## config.mk

```make
export PLATFORM = sky130hd
export DESIGN_NAME = kernel3x3_filter
export DESIGN_NICKNAME = d
export VERILOG_FILES = /design/src/rtl/kernel3x3_filter.sv
export SDC_FILE = /design/constraint.sdc
export NUM_CORES = 1
export LEC_CHECK = 0
export CORE_ASPECT_RATIO = 1.2
export CORE_UTILIZATION = 61
export DETAILED_ROUTE_END_ITERATION = 7
export DONT_BUFFER_PORTS = 1
export PLACE_DENSITY = 0.85
export SLEW_MARGIN = 20
export SYNTH_ARGS = -nofsm -noshare
export SYNTH_HDL_FRONTEND = slang
export SYNTH_SLANG_ARGS = --single-unit
export TNS_END_PERCENT = 1
```

## constraint.sdc

```tcl
create_clock -name clk -period 6.6 [get_ports clk]
set_clock_uncertainty 0.15 [all_clocks]
set_input_delay 1.32 -clock clk [delete_from_list [all_inputs] [get_ports clk]]
set_output_delay 1.32 -clock clk [all_outputs]
set_load 0.01 [all_outputs]
```

## src/rtl/kernel3x3_filter.sv

```systemverilog
// ----------------------------------------------------------------------------
// kernel3x3_filter
//   Applies a programmable 3x3 convolution kernel to a stream of pixel windows.
//   The result is rounded, shifted and clamped to an unsigned pixel. A bypass
//   mode passes the centre pixel through. The pipeline has two stages: the
//   products are registered first, then the sum/round/shift/clamp result.
//
// Ports
//   clk, rst_n        clock (rising edge) and asynchronous active-low reset
//   in3x3_val/rdy     input window handshake
//   in3x3_data        9 pixels, p00 in the MSBs, row-major, p22 in the LSBs
//   in3x3_sof/sol/eol/eof  framing flags travelling with the window
//   out_val/rdy       output pixel handshake
//   out_data          filtered pixel
//   out_sof/sol/eol/eof    framing flags of out_data
//   cfg_wr/addr/data  coefficient write port; addr 0..8 are taps (row-major),
//                     addr 9 holds shift in data[3:0] and bypass in data[4]
// ----------------------------------------------------------------------------
module kernel3x3_filter #(
    parameter int unsigned DATA_WIDTH = 8,
    parameter int unsigned COEF_WIDTH = 5
) (
    input  logic                      clk,
    input  logic                      rst_n,

    input  logic                      in3x3_val,
    output logic                      in3x3_rdy,
    input  logic [9*DATA_WIDTH-1:0]   in3x3_data,
    input  logic                      in3x3_sof,
    input  logic                      in3x3_sol,
    input  logic                      in3x3_eol,
    input  logic                      in3x3_eof,

    output logic                      out_val,
    input  logic                      out_rdy,
    output logic [DATA_WIDTH-1:0]     out_data,
    output logic                      out_sof,
    output logic                      out_sol,
    output logic                      out_eol,
    output logic                      out_eof,

    input  logic                      cfg_wr,
    input  logic [3:0]                cfg_addr,
    input  logic [COEF_WIDTH-1:0]     cfg_data
);

    localparam int unsigned NTAP    = 9;
    localparam int unsigned CENTER  = 4;
    localparam int unsigned PIX_W   = DATA_WIDTH + 1;
    localparam int unsigned PROD_W  = DATA_WIDTH + COEF_WIDTH + 1;
    localparam int unsigned SUM_W   = DATA_WIDTH + COEF_WIDTH + 5;
    localparam int unsigned SHIFT_W = 4;
    localparam int unsigned FLAG_W  = 4;

    localparam logic [SHIFT_W-1:0]    DFLT_SHIFT = SHIFT_W'(4);
    localparam logic [DATA_WIDTH-1:0] PIX_MAX    = '1;

    // Reset kernel 1,2,1 / 2,4,2 / 1,2,1
    function automatic logic [COEF_WIDTH-1:0] dflt_coef(input int unsigned idx);
        case (idx)
            CENTER:         return COEF_WIDTH'(4);
            1, 3, 5, 7:     return COEF_WIDTH'(2);
            default:        return COEF_WIDTH'(1);
        endcase
    endfunction

    // ------------------------------------------------------------------
    // Configuration banks
    // ------------------------------------------------------------------
    logic [COEF_WIDTH-1:0] pend_coef [NTAP];
    logic [COEF_WIDTH-1:0] act_coef  [NTAP];
    logic [SHIFT_W-1:0]    pend_shift;
    logic [SHIFT_W-1:0]    act_shift;
    logic                  pend_bypass;
    logic                  act_bypass;

    // ------------------------------------------------------------------
    // Pipeline state
    // ------------------------------------------------------------------
    logic                  s1_full;
    logic [PROD_W-1:0]     s1_prod [NTAP];
    logic [DATA_WIDTH-1:0] s1_p11;
    logic [SHIFT_W-1:0]    s1_shift;
    logic                  s1_bypass;
    logic [FLAG_W-1:0]     s1_flags;

    logic                  in_acc;
    logic                  s2_adv;

    // Output stage can take a new beat when empty or being drained
    assign s2_adv    = ~out_val | out_rdy;
    assign in3x3_rdy = ~s1_full | s2_adv;
    assign in_acc    = in3x3_val & in3x3_rdy;

    // Pending bank takes every write; active bank snapshots pending on an
    // accepted sof beat, so a frame always sees one consistent kernel.
    always_ff @(posedge clk or negedge rst_n) begin
        if (!rst_n) begin
            for (int unsigned i = 0; i < NTAP; i++) begin
                pend_coef[i] <= dflt_coef(i);
                act_coef[i]  <= dflt_coef(i);
            end
            pend_shift  <= DFLT_SHIFT;
            act_shift   <= DFLT_SHIFT;
            pend_bypass <= 1'b0;
            act_bypass  <= 1'b0;
        end else begin
            if (in_acc && in3x3_sof) begin
                for (int unsigned i = 0; i < NTAP; i++) begin
                    act_coef[i] <= pend_coef[i];
                end
                act_shift  <= pend_shift;
                act_bypass <= pend_bypass;
            end
            if (cfg_wr) begin
                if (cfg_addr < 4'd9) begin
                    pend_coef[cfg_addr] <= cfg_data;
                end else if (cfg_addr == 4'd9) begin
                    pend_shift  <= cfg_data[SHIFT_W-1:0];
                    pend_bypass <= cfg_data[4];
                end
            end
        end
    end

    // ------------------------------------------------------------------
    // Stage 1 combinational: products. A sof beat already uses the pending
    // bank because the active copy only lands on the same clock edge.
    // ------------------------------------------------------------------
    logic [COEF_WIDTH-1:0] eff_coef_c [NTAP];
    logic [PROD_W-1:0]     pix_ext_c  [NTAP];
    logic [PROD_W-1:0]     coef_ext_c [NTAP];
    logic [PROD_W-1:0]     prod_c     [NTAP];
    logic [SHIFT_W-1:0]    eff_shift_c;
    logic                  eff_bypass_c;

    always_comb begin
        eff_shift_c  = in3x3_sof ? pend_shift  : act_shift;
        eff_bypass_c = in3x3_sof ? pend_bypass : act_bypass;
        for (int unsigned i = 0; i < NTAP; i++) begin
            eff_coef_c[i] = in3x3_sof ? pend_coef[i] : act_coef[i];
            // Zero-extended pixel times sign-extended coefficient; the low
            // PROD_W bits of the product are the exact signed result.
            pix_ext_c[i]  = {(PROD_W-DATA_WIDTH)'(0),
                             in3x3_data[(NTAP-1-i)*DATA_WIDTH +: DATA_WIDTH]};
            coef_ext_c[i] = {{(PROD_W-COEF_WIDTH){eff_coef_c[i][COEF_WIDTH-1]}},
                             eff_coef_c[i]};
            prod_c[i]     = pix_ext_c[i] * coef_ext_c[i];
        end
    end

    // Stage 1 register: products plus the per-beat config and flags
    always_ff @(posedge clk or negedge rst_n) begin
        if (!rst_n) begin
            s1_full   <= 1'b0;
            for (int unsigned i = 0; i < NTAP; i++) begin
                s1_prod[i] <= '0;
            end
            s1_p11    <= '0;
            s1_shift  <= '0;
            s1_bypass <= 1'b0;
            s1_flags  <= '0;
        end else begin
            if (in_acc) begin
                s1_full   <= 1'b1;
                for (int unsigned i = 0; i < NTAP; i++) begin
                    s1_prod[i] <= prod_c[i];
                end
                s1_p11    <= in3x3_data[(NTAP-1-CENTER)*DATA_WIDTH +: DATA_WIDTH];
                s1_shift  <= eff_shift_c;
                s1_bypass <= eff_bypass_c;
                s1_flags  <= {in3x3_sof, in3x3_sol, in3x3_eol, in3x3_eof};
            end else if (s2_adv) begin
                s1_full   <= 1'b0;
            end
        end
    end

    // ------------------------------------------------------------------
    // Stage 2 combinational: sum, round, arithmetic shift, clamp, bypass
    // ------------------------------------------------------------------
    logic [SUM_W-1:0]        sum_c;
    logic [SUM_W-1:0]        rnd_c;
    logic signed [SUM_W-1:0] rounded_c;
    logic signed [SUM_W-1:0] shifted_c;
    logic [DATA_WIDTH-1:0]   clamped_c;
    logic [DATA_WIDTH-1:0]   result_c;

    always_comb begin
        sum_c = '0;
        for (int unsigned i = 0; i < NTAP; i++) begin
            sum_c = sum_c + {{(SUM_W-PROD_W){s1_prod[i][PROD_W-1]}}, s1_prod[i]};
        end
        rnd_c     = (s1_shift == '0) ? '0 : (SUM_W'(1) << (s1_shift - SHIFT_W'(1)));
        rounded_c = sum_c + rnd_c;
        shifted_c = rounded_c >>> s1_shift;

        if (shifted_c[SUM_W-1]) begin
            clamped_c = '0;
        end else if (|shifted_c[SUM_W-2:DATA_WIDTH]) begin
            clamped_c = PIX_MAX;
        end else begin
            clamped_c = shifted_c[DATA_WIDTH-1:0];
        end

        result_c = s1_bypass ? s1_p11 : clamped_c;
    end

    // Stage 2 register: holds while the downstream stalls
    always_ff @(posedge clk or negedge rst_n) begin
        if (!rst_n) begin
            out_val  <= 1'b0;
            out_data <= '0;
            out_sof  <= 1'b0;
            out_sol  <= 1'b0;
            out_eol  <= 1'b0;
            out_eof  <= 1'b0;
        end else if (s2_adv) begin
            out_val <= s1_full;
            if (s1_full) begin
                out_data <= result_c;
                {out_sof, out_sol, out_eol, out_eof} <= s1_flags;
            end
        end
    end

endmodule

```

==> out/metrics.csv <==
stage,metric,value,unit
drt,drt-total-wl,64.1,mm
critical_path,slowest_delay,0.57,ns
sta,hold_viol_final,0,
clock_network,max-clock-path-buffers,3,
sta,fin_tns_setup,0,ns
synth,postSynthAreaPerCell,9.63,um2
grt,grt_max_degree,258,
critical_path,crit_end,out_data[7]$_DFFE_PN0P_,
clock_network,post-cts-setup-buffers,0,
grt,grt_pass1_wl,106,mm
cells_and_area,drive_above_1_share,11.8,%
critical_path,critPathKind,register to register,
clock_network,post_cts_resized,0,
synth,synth_area_leaders,"dfrtp_1, fa_1, ha_1, inv_1, nand2_1",
clock_network,clock-root-buffer,clkbuf_16,
critical_path,timing.reg2reg.setup_slack,0.34,ns
critical_path,slowest_stage,fa_1,
drt,drt-initial-drc-count,1047,
drt,ant_nets,0,
synth,synth_top_area_share,22.6,%
sta,fin_crit,6.26,ns
critical_path,crit_top_cell,fa_1,
drt,post_drt_wl_per_cell,19.5,um
placed_design,dpl-instance-area,0.0270,mm2
synth,synth_nets,3379,
clock_network,hold_buffers,0,
critical_path,crit_chain,fa_1 > fa_1 > fa_1 > inv_1 > fa_1 > inv_1 > fa_1 > fa_1 > a211oi_2 > o21ai_2 > a211oi_2 > nor3_1 > a2111oi_2 > o221a_2 > nor4b_4 > o211ai_2 > nor4b_2 > o221ai_1,
critical_path,worst_setup_path_start_kind,register,
worst_hold_path,hp-class,input port to async pin,
cells_and_area,final_util,66.5,%
sta,finalSetupViolCount,0,
critical_path,r2r_end,out_data[7]$_DFFE_PN0P_,
synth,synth_edf_count,0,
synth,async_flop_share,100,%
sta,relSlewSlack,23.4,%
drt,dr_total_vias,19100,
synth,synthCells,2729,
synth,netlist_area,0.0263,mm2
critical_path,cp_max_fo,5,
synth,ys.warnings.count,0,
placed_design,hpwlAfterDp,49.6,mm
synth,ys_ff_latch,257,
clock_network,cts_tree,built,
clock_network,clk_latency,0.58,ns
grt,grt_use_total,30.7,%
floorplan,die-area,0.0439,mm2
sta,fmax,160,MHz
sta,hold_ws,0.295,ns
clock_network,clk_pin_slew,0.06,ns
cells_and_area,area_growth,6.54,%
critical_path,worstPathArrival,6.53,ns
critical_path,cp-end-kind,register,
clock_network,cts_buffers,29,
run_status,outcome,"finished, final reports clean",
clock_network,htreeDepth,1,
drt,drt-pass1-iter-count,7,
critical_path,rr_worst_depth,18,
cells_and_area,final_common_cell,inv_1,
floorplan,die_h,229,um
grt,gr-total-overflow,0,
drt,vias_per_cell,5.81,
cells_and_area,final_cell_mix,"inv_1, nand2_1, fa_1, ha_1, dfrtp_1",
flow_run,cap_viol_max_count,0,
synth,synth-seq-area-share,24.6,%
floorplan,core_area,0.0421,mm2
placed_design,port_buffers,0,
cells_and_area,fin_area,0.0280,mm2
floorplan,die_w,191,um
critical_path,startpoint,s1_prod[86]$_DFFE_PN0P_,
cells_and_area,fin_nets,3374,
sta,slew_violations,0,
grt,antenna_found_initial,3,
sta,rsz0062_at_grt,false,
floorplan,start_util,62.4,%
sta,worstMarginPinSlew,1.14,ns
critical_path,critPathRequiredTime,6.87,ns
synth,synth.distinct_cells,79,
placed_design,finalWeightedCongestion,0.951,
grt,grt_pass1_vias,20700,
floorplan,io_pins,104,
synth,synth_top_area_cell,dfrtp_1,
synth,synth_flop_cell,dfrtp_1,
critical_path,reg2reg_from,s1_prod[86]$_DFFE_PN0P_,
sta,fin_crit_sh,94.8,%
drt,drc_errors,0,
clock_network,clkSinkCount,257,
floorplan,num_rows,82,
-- how the worst min path moves through the flow --
| stage | start | endpoint | slack, ns | depth (start not counted) |
|---|---|---|---|---|
| finish | rst_n | pend_coef[20]$_DFFE_PN0P_ | 0.30 | 0 |
| global route | rst_n | s1_p11[1]$_DFFE_PN0P_ | 0.28 | 0 |
| CTS | rst_n | s1_p11[1]$_DFFE_PN0P_ | 0.29 | 0 |
| detailed placement | s1_flags[3]$_DFFE_PN0P_ | s1_flags[3]$_DFFE_PN0P_ | 0.31 | 2 |
| global placement | s1_flags[2]$_DFFE_PN0P_ | s1_flags[2]$_DFFE_PN0P_ | 0.30 | 2 |
| floorplan | s1_flags[0]$_DFFE_PN0P_ | s1_flags[0]$_DFFE_PN0P_ | 0.29 | 2 |
-- synth_stat cells, types with 3 or more instances --
cell type and instances:
a211o_1 3, a211oi_1 8, a211oi_2 6, a21boi_0 28
a21o_1 15, a21oi_1 66, a22oi_1 3, a31oi_1 8
and2_1 45, and3_1 4, and4_1 3, buf_1 13
buf_2 7, clkbuf_1 49, dfrtp_1 237, dfstp_2 20
fa_1 286, ha_1 274, inv_1 448, mux2_2 127
mux2i_1 37, mux4_2 5, nand2_1 387, nand2b_1 24
nand3_1 12, nand3b_1 12, nand4_1 9, nor2_1 77
nor2b_1 133, nor3_1 20, nor4_1 4, o211a_1 3
o211ai_1 7, o21a_1 18, o21ai_0 133, o31ai_1 36
or2_2 53, xnor2_1 42, xor2_1 17
-- metrics by stage --
stage               cells  setup slack (ns)
floorplan            2729             0.444
global placement     3239             0.463
detailed placement   3239             0.334
CTS                  3292             0.332
global route         3292           0.00294
finish               3293             0.344
-- kinds of logic after synthesis --
kind of cell / share of synthesized area (%)
other cells: 0.0143
buf+inv: 7.52
mux: 7.38
compound gates: 8.94
flops: 24.6
xor+xnor: 2.03
fa+ha+maj: 34.8
simple gates: 14.7
-- routing by layer --
metal / track usage [%] / up-vias / share of wire [%]
li1: - / 8765 / -
met1: 37.1 / 9568 / 39
met3: 4.38 / 168 / 5.8
met4: 13.8 / 0 / 4.8
met2: 53.7 / 628 / 51
met5: 0 / - / 0
-- area by class of cell --
class | instances | area [um2]
clock buffers | 39 | 823
well taps | 546 | 683
flip-flops and latches | 257 | 6460
clock inverters | 14 | 198
multi-input cells | 1952 | 17900
diodes | 1 | 2.50
fillers | 3060 | 14100
inverters | 448 | 1680
repair buffers | 36 | 283
-- worst max-delay path, delay by kind of cell, from the launching register on --
| kind | cells | cell delay [ns] |
|---|---|---|
| DFF | 1 | 0.41 |
| adders and majority gates | 6 | 3.19 |
| buffers and inverters | 2 | 0.11 |
| and+or+nand+nor | 3 | 0.56 |
| AOI/OAI and AO/OA | 7 | 1.70 |
-- flip-flops by register name (all words and copies together) (netlist names), 4 cells and up --
register	count
s1_prod	126
act_coef	45
pend_coef	45
out_data	8
s1_p11	8
act_shift	4
pend_shift	4
s1_flags	4
s1_shift	4
Power is left out: the tool's default activity adds up to more than one toggle a clock period on the data nets, which glitch-free logic cannot reach.
